$ cat config.mk
export PLATFORM = sky130hd
export DESIGN_NAME = cpu_run_monitor
export DESIGN_NICKNAME = d
export VERILOG_FILES = /design/src/rtl/cpu_run_monitor_pkg.sv /design/src/rtl/cpu_run_console_fifo.sv /design/src/rtl/cpu_run_monitor.sv
export SDC_FILE = /design/constraint.sdc
export NUM_CORES = 1
export LEC_CHECK = 0
export ABC_AREA = 1
export CORE_ASPECT_RATIO = 0.9
export CORE_MARGIN = 2
export CORE_UTILIZATION = 33
export DETAILED_ROUTE_END_ITERATION = 6
export PLACE_DENSITY = 0.63
export SKIP_CTS_REPAIR_TIMING = 1
export SLEW_MARGIN = 20
export SYNTH_ARGS = -nofsm -noshare
export SYNTH_HDL_FRONTEND = slang
export SYNTH_HIERARCHICAL = 1
export SYNTH_SLANG_ARGS = --single-unit
export TNS_END_PERCENT = 100
$ cat constraint.sdc
create_clock -name clk -period 2.5 [get_ports clk]
set_input_delay 0.5 -clock clk [delete_from_list [all_inputs] [get_ports clk]]
set_output_delay 0.5 -clock clk [all_outputs]
set_load 0.01 [all_outputs]
$ cat src/rtl/cpu_run_monitor_pkg.sv
// Shared types and constants for the CPU run monitor: FSM state encoding
// and the mailbox access qualifiers.
package cpu_run_monitor_pkg;

   typedef enum logic [2:0] {
      HOLD,
      RUN,
      PASS,
      FAIL,
      TMO
   } state_e;

   localparam logic [2:0] MEM_SIZE_WORD  = 3'b010;
   localparam int         CONSOLE_OFFSET = 4;

endpackage

$ cat src/rtl/cpu_run_console_fifo.sv
// 8-bit synchronous console FIFO with a valid/ready read side and a sticky
// overflow flag. Pointers carry one extra bit to tell full from empty.
module cpu_run_console_fifo #(
   parameter int DEPTH_LOG2 = 2
) (
   input  logic       clk,
   input  logic       rst,
   input  logic       push_i,
   input  logic [7:0] data_i,
   input  logic       ready_i,
   output logic [7:0] data_o,
   output logic       valid_o,
   output logic       overflow_o
);

   localparam int DEPTH = 2 ** DEPTH_LOG2;

   logic [7:0]          mem_q [DEPTH];
   logic [DEPTH_LOG2:0] wr_q, wr_d, rd_q, rd_d;
   logic                ovf_q, ovf_d;
   logic                empty, full, pop, do_push;

   assign empty   = (wr_q == rd_q);
   assign full    = (wr_q[DEPTH_LOG2] != rd_q[DEPTH_LOG2]) &&
                    (wr_q[DEPTH_LOG2-1:0] == rd_q[DEPTH_LOG2-1:0]);
   assign pop     = !empty && ready_i;
   // A pop on the same edge frees the slot the push needs.
   assign do_push = push_i && (!full || pop);

   always_comb begin
      wr_d  = wr_q;
      rd_d  = rd_q;
      ovf_d = ovf_q;
      if (do_push) wr_d = wr_q + 1'b1;
      if (pop) rd_d = rd_q + 1'b1;
      if (push_i && !do_push) ovf_d = 1'b1;
   end

   always_ff @(posedge clk or posedge rst) begin
      if (rst) begin
         wr_q  <= '0;
         rd_q  <= '0;
         ovf_q <= 1'b0;
      end else begin
         wr_q  <= wr_d;
         rd_q  <= rd_d;
         ovf_q <= ovf_d;
      end
   end

   always_ff @(posedge clk) begin
      if (do_push) mem_q[wr_q[DEPTH_LOG2-1:0]] <= data_i;
   end

   assign valid_o    = !empty;
   assign data_o     = empty ? 8'h00 : mem_q[rd_q[DEPTH_LOG2-1:0]];
   assign overflow_o = ovf_q;

endmodule

$ cat src/rtl/cpu_run_monitor.sv
// Run controller: sequences CPU reset, counts RUN cycles, latches a pass/fail/
// timeout verdict from tohost stores. Console FIFO under CPU_RUN_MONITOR_CONSOLE_EN.
module cpu_run_monitor
   import cpu_run_monitor_pkg::*;
#(
   parameter int                ADDR_W         = 32,
   parameter int                DATA_W         = 32,
   parameter int                CNT_W          = 32,
   parameter int                RST_CYCLES     = 4,
   parameter int                TIMEOUT        = 100000,
   parameter logic [ADDR_W-1:0] TOHOST_ADDR    = 32'h0000_1000,
   parameter int                CON_DEPTH_LOG2 = 2
) (
   input  logic              clk,
   input  logic              reset,
   input  logic              mem_we,
   input  logic [ADDR_W-1:0] mem_addr,
   input  logic [DATA_W-1:0] mem_data,
   input  logic [2:0]        mem_size,
   output logic              cpu_reset,
   output logic [CNT_W-1:0]  cycle_count,
   output logic              done,
   output logic              pass,
   output logic              timed_out,
   output logic [DATA_W-1:0] fail_code,
   output logic [7:0]        con_data,
   output logic              con_valid,
   input  logic              con_ready,
   output logic              con_overflow
);

   localparam int RW = $clog2(RST_CYCLES + 1);

   state_e            state_q, state_d;
   logic [RW-1:0]     rst_cnt_q, rst_cnt_d;
   logic [CNT_W-1:0]  cnt_q, cnt_d;
   logic [DATA_W-1:0] fc_q, fc_d;
   logic              word_wr, hit, con_hit;

   assign word_wr = mem_we && (mem_size == MEM_SIZE_WORD);
   assign hit     = word_wr && (mem_addr == TOHOST_ADDR);
   assign con_hit = word_wr && (state_q == RUN) &&
                    (mem_addr == TOHOST_ADDR + ADDR_W'(CONSOLE_OFFSET));

   always_comb begin
      state_d   = state_q;
      rst_cnt_d = rst_cnt_q;
      cnt_d     = cnt_q;
      fc_d      = fc_q;
      case (state_q)
         HOLD: begin
            rst_cnt_d = rst_cnt_q - 1'b1;
            if (rst_cnt_q <= RW'(1)) state_d = RUN;
         end
         RUN: begin
            cnt_d = cnt_q + 1'b1;
            // Odd stores are verdicts; even stores are ignored so timeout can still fire.
            if (hit && mem_data[0]) begin
               if (mem_data == DATA_W'(1)) begin
                  state_d = PASS;
               end else begin
                  state_d = FAIL;
                  fc_d    = mem_data >> 1;
               end
            end else if (cnt_q == CNT_W'(TIMEOUT - 1)) begin
               state_d = TMO;
            end
         end
         default: ;
      endcase
   end

   always_ff @(posedge clk or posedge reset) begin
      if (reset) begin
         state_q   <= HOLD;
         rst_cnt_q <= RW'(RST_CYCLES);
         cnt_q     <= '0;
         fc_q      <= '0;
      end else begin
         state_q   <= state_d;
         rst_cnt_q <= rst_cnt_d;
         cnt_q     <= cnt_d;
         fc_q      <= fc_d;
      end
   end

   assign cpu_reset   = (state_q == HOLD);
   assign cycle_count = cnt_q;
   assign done        = (state_q == PASS) || (state_q == FAIL) || (state_q == TMO);
   assign pass        = (state_q == PASS);
   assign timed_out   = (state_q == TMO);
   assign fail_code   = fc_q;

`ifdef CPU_RUN_MONITOR_CONSOLE_EN
   cpu_run_console_fifo #(
      .DEPTH_LOG2 (CON_DEPTH_LOG2)
   ) u_console (
      .clk        (clk),
      .rst        (reset),
      .push_i     (con_hit),
      .data_i     (mem_data[7:0]),
      .ready_i    (con_ready),
      .data_o     (con_data),
      .valid_o    (con_valid),
      .overflow_o (con_overflow)
   );
`else
   logic unused_con;
   assign unused_con   = &{1'b0, con_ready, con_hit};
   assign con_data     = 8'h00;
   assign con_valid    = 1'b0;
   assign con_overflow = 1'b0;
`endif

endmodule

==> reports/metrics.cfg <==
[status]
status = finished with violations
violations = design-rule violations

[logic_synthesis]
synthAdderAreaFrac_pct = 0.857
synthFlopType = dfrtp_1
ys_ff_latch = 69
synth.distinct_cells = 35
synth_cells = 629
ys_seq_area_share_pct = 39.5
muxShareOfSynthArea_pct = 0
synth_compound_area_share_pct = 1.31
synthArstFlopShare_pct = 100
yosys.area_share.simple_pct = 44.5
synthXorXnorAreaFrac_pct = 3.60
synth_edf_count = 0
syn_avg_cell_area_um2 = 6.96
synth_area_mm2 = 0.00438
synth_top_family_by_area = simple AND/OR/NAND/NOR gates
ys_warn_count = 6

[clocking]
cts_tree = yes
cts_root_buf = clkbuf_16
cts.sinks = 69
htreeDepth = 3
clkTransAtPathRegs_ns = 0.06
cts.path.max_buffers = 2
cts_made_buffers = 9
clk_latency_ns = 0.34

[floorplanning]
start_util_pct = 34.1
die_area_mm2 = 0.0142
num_rows = 39
die_h_um = 113
core_mm2 = 0.0128
die_w_um = 125
io_pins = 149

[setup_path]
regToRegEndpoint = fail_code[22]$_DFFE_PP0P_
crit_required_ns = 2.00
crit_path_start_kind = flop
crit_fanout = 6
cp.arrival_ns = 1.76
cp-end-kind = output port
reg2regPathDepth = 7
crit_type = reg -> out
reg2reg_from = state_q[2]$_DFFE_PP0P_
rrSetupSlack_ns = 0.58

[min_path]
hold_path.class = reg -> reg
hp-start = fail_code[24]$_DFFE_PP0P_
holdPathEnd = fail_code[24]$_DFFE_PP0P_
whs_path_depth = 2

[finish]
syn2layout_area_growth_pct = 41.0
layout_common_cells = nand2_1, clkdlybuf4s50_1, nor2_1
layout-drive-gt1-share_pct = 8.02
layout_commonest_cell = nand2_1
utilization_pct = 48.1
diodes = 0
fin_cells = 937
fill_cells = 1269
nets = 842

[drt]
via_per_inst = 4.66
wl_um = 12000
wl_per_cell_um = 12.9
first_pass_iters = 7
drc = 3
drtIter0Drc = 269
detail-route-antenna-nets = 0
num_vias = 4369

[power]
powerDensity_mw_per_mm2 = 415
p_leak_uw = 0.00292
irDropWorstVdd_mv = 0.371

[timing]
rsz0062_at_grt = no
fin_crit_ns = 2.26
skew_ns = 0.00694
worst_pin_slew_ns = 0.607
max-slew-margin-rel_pct = 59.4
setup-violations-final = 0
fmax_mhz = 442
finalCritPeriodShare_pct = 90.4
hold_violations = 0
fin_tns_setup_ns = 0
report.final.slew_viol_count = 0

[global_route]
grt_max_degree = 33
antenna_found_initial = 0
grt_usage_pct = 17.1
grt_pass1_vias = 4102
grt_pass1_wl_um = 19600
grt-ovfl-total = 0

[placement]
dp_cells = 921
io_buffers = 136
dp_hpwl_um = 9620
gp_congestion = 0.844

[run]
maxCapViolations = 0

-- state kept, by name, indices dropped and copies added (netlist names) --
name	count
rst_cnt_q	3
cycle_count	32
state_q	3
fail_code	31
-- through the flow --
stage / setup slack [ns] / hold WS, ns / instance area, µm² / power [µW]
2_1_floorplan: 0.262 / 0.463 / 4420 / 1210
3_3_place_gp: 0.230 / 0.455 / 5870 / 1330
3_5_place_dp: 0.195 / 0.457 / 5870 / 1330
4_1_cts: 0.0879 / 0.471 / 6170 / 2590
5_1_grt: 0.147 / 0.482 / 6170 / 2650
6_report: 0.239 / 0.466 / 6170 / 2560
-- report_power, final --
part	switching (µW)	total [µW]	internal (µW)
clock	471	1250	776
combinational	81.5	196	114
sequential	0	1120	1120
-- kinds of logic after synthesis --
kind of cell	after synthesis
fa+ha+maj	3
buf+inv	96
other cells	1
xor+xnor	18
flops	69
simple gates	431
compound gates	11
-- layer usage --
metal  global-route usage, %  share of wire [%]  up-vias
met2                    28.1                 47      120
li1                        -                  -     2223
met4                    6.59                1.9        0
met5                       0                  0        -
met1                    22.2                 46     2010
met3                    3.83                5.4       16
-- worst max path at each step --
stage                      startpoint                    endpoint  slack (ns)  cells after the start
2_1_floorplan                   reset  cycle_count[0]$_DFFE_PP0P_        0.26                      1
3_3_place_gp             mem_addr[12]    fail_code[1]$_DFFE_PP0P_        0.23                     10
3_5_place_dp              mem_addr[9]   fail_code[22]$_DFFE_PP0P_        0.20                      9
4_1_cts        state_q[2]$_DFFE_PP0P_                   cpu_reset        0.09                      4
5_1_grt        state_q[2]$_DFFE_PP0P_                   cpu_reset        0.15                      4
6_report       state_q[2]$_DFFE_PP0P_                   cpu_reset        0.24                      4
-- cell type report --
| type | instances | area [µm²] | area share [%] |
|---|---|---|---|
| Clock inverter | 3 | 17.5 | 0.284 |
| Inverter | 70 | 263 | 4.26 |
| Clock buffer | 13 | 280 | 4.54 |
| Tap cell | 164 | 205 | 3.32 |
| Timing Repair Buffer | 144 | 1430 | 23.2 |
| Multi-Input combinational cell | 474 | 2240 | 36.4 |
| Sequential cell | 69 | 1730 | 28.0 |
-- Yosys cell counts (all sizes together), types with 3 or more instances --
cell type	instances	area share, %
buf	25	4.1
dfrtp	68	39
ha	3	0.86
inv	70	6.0
nand2	231	20
nand3	28	4.1
nand3b	4	0.69
nand4	40	5.7
nor2	118	12
nor3	6	1.1
o21ai	8	0.91
xnor2	7	1.4
xor2	11	2.2
-- critical path: stages (launching register included) --
cell and delay [ns]:
dfrtp_1 0.37, inv_2 0.11, nand2_2 0.13, nor2_2 0.22, clkdlybuf4s50_1 0.60
No activity file was read; power rests on OpenSTA's default activity.
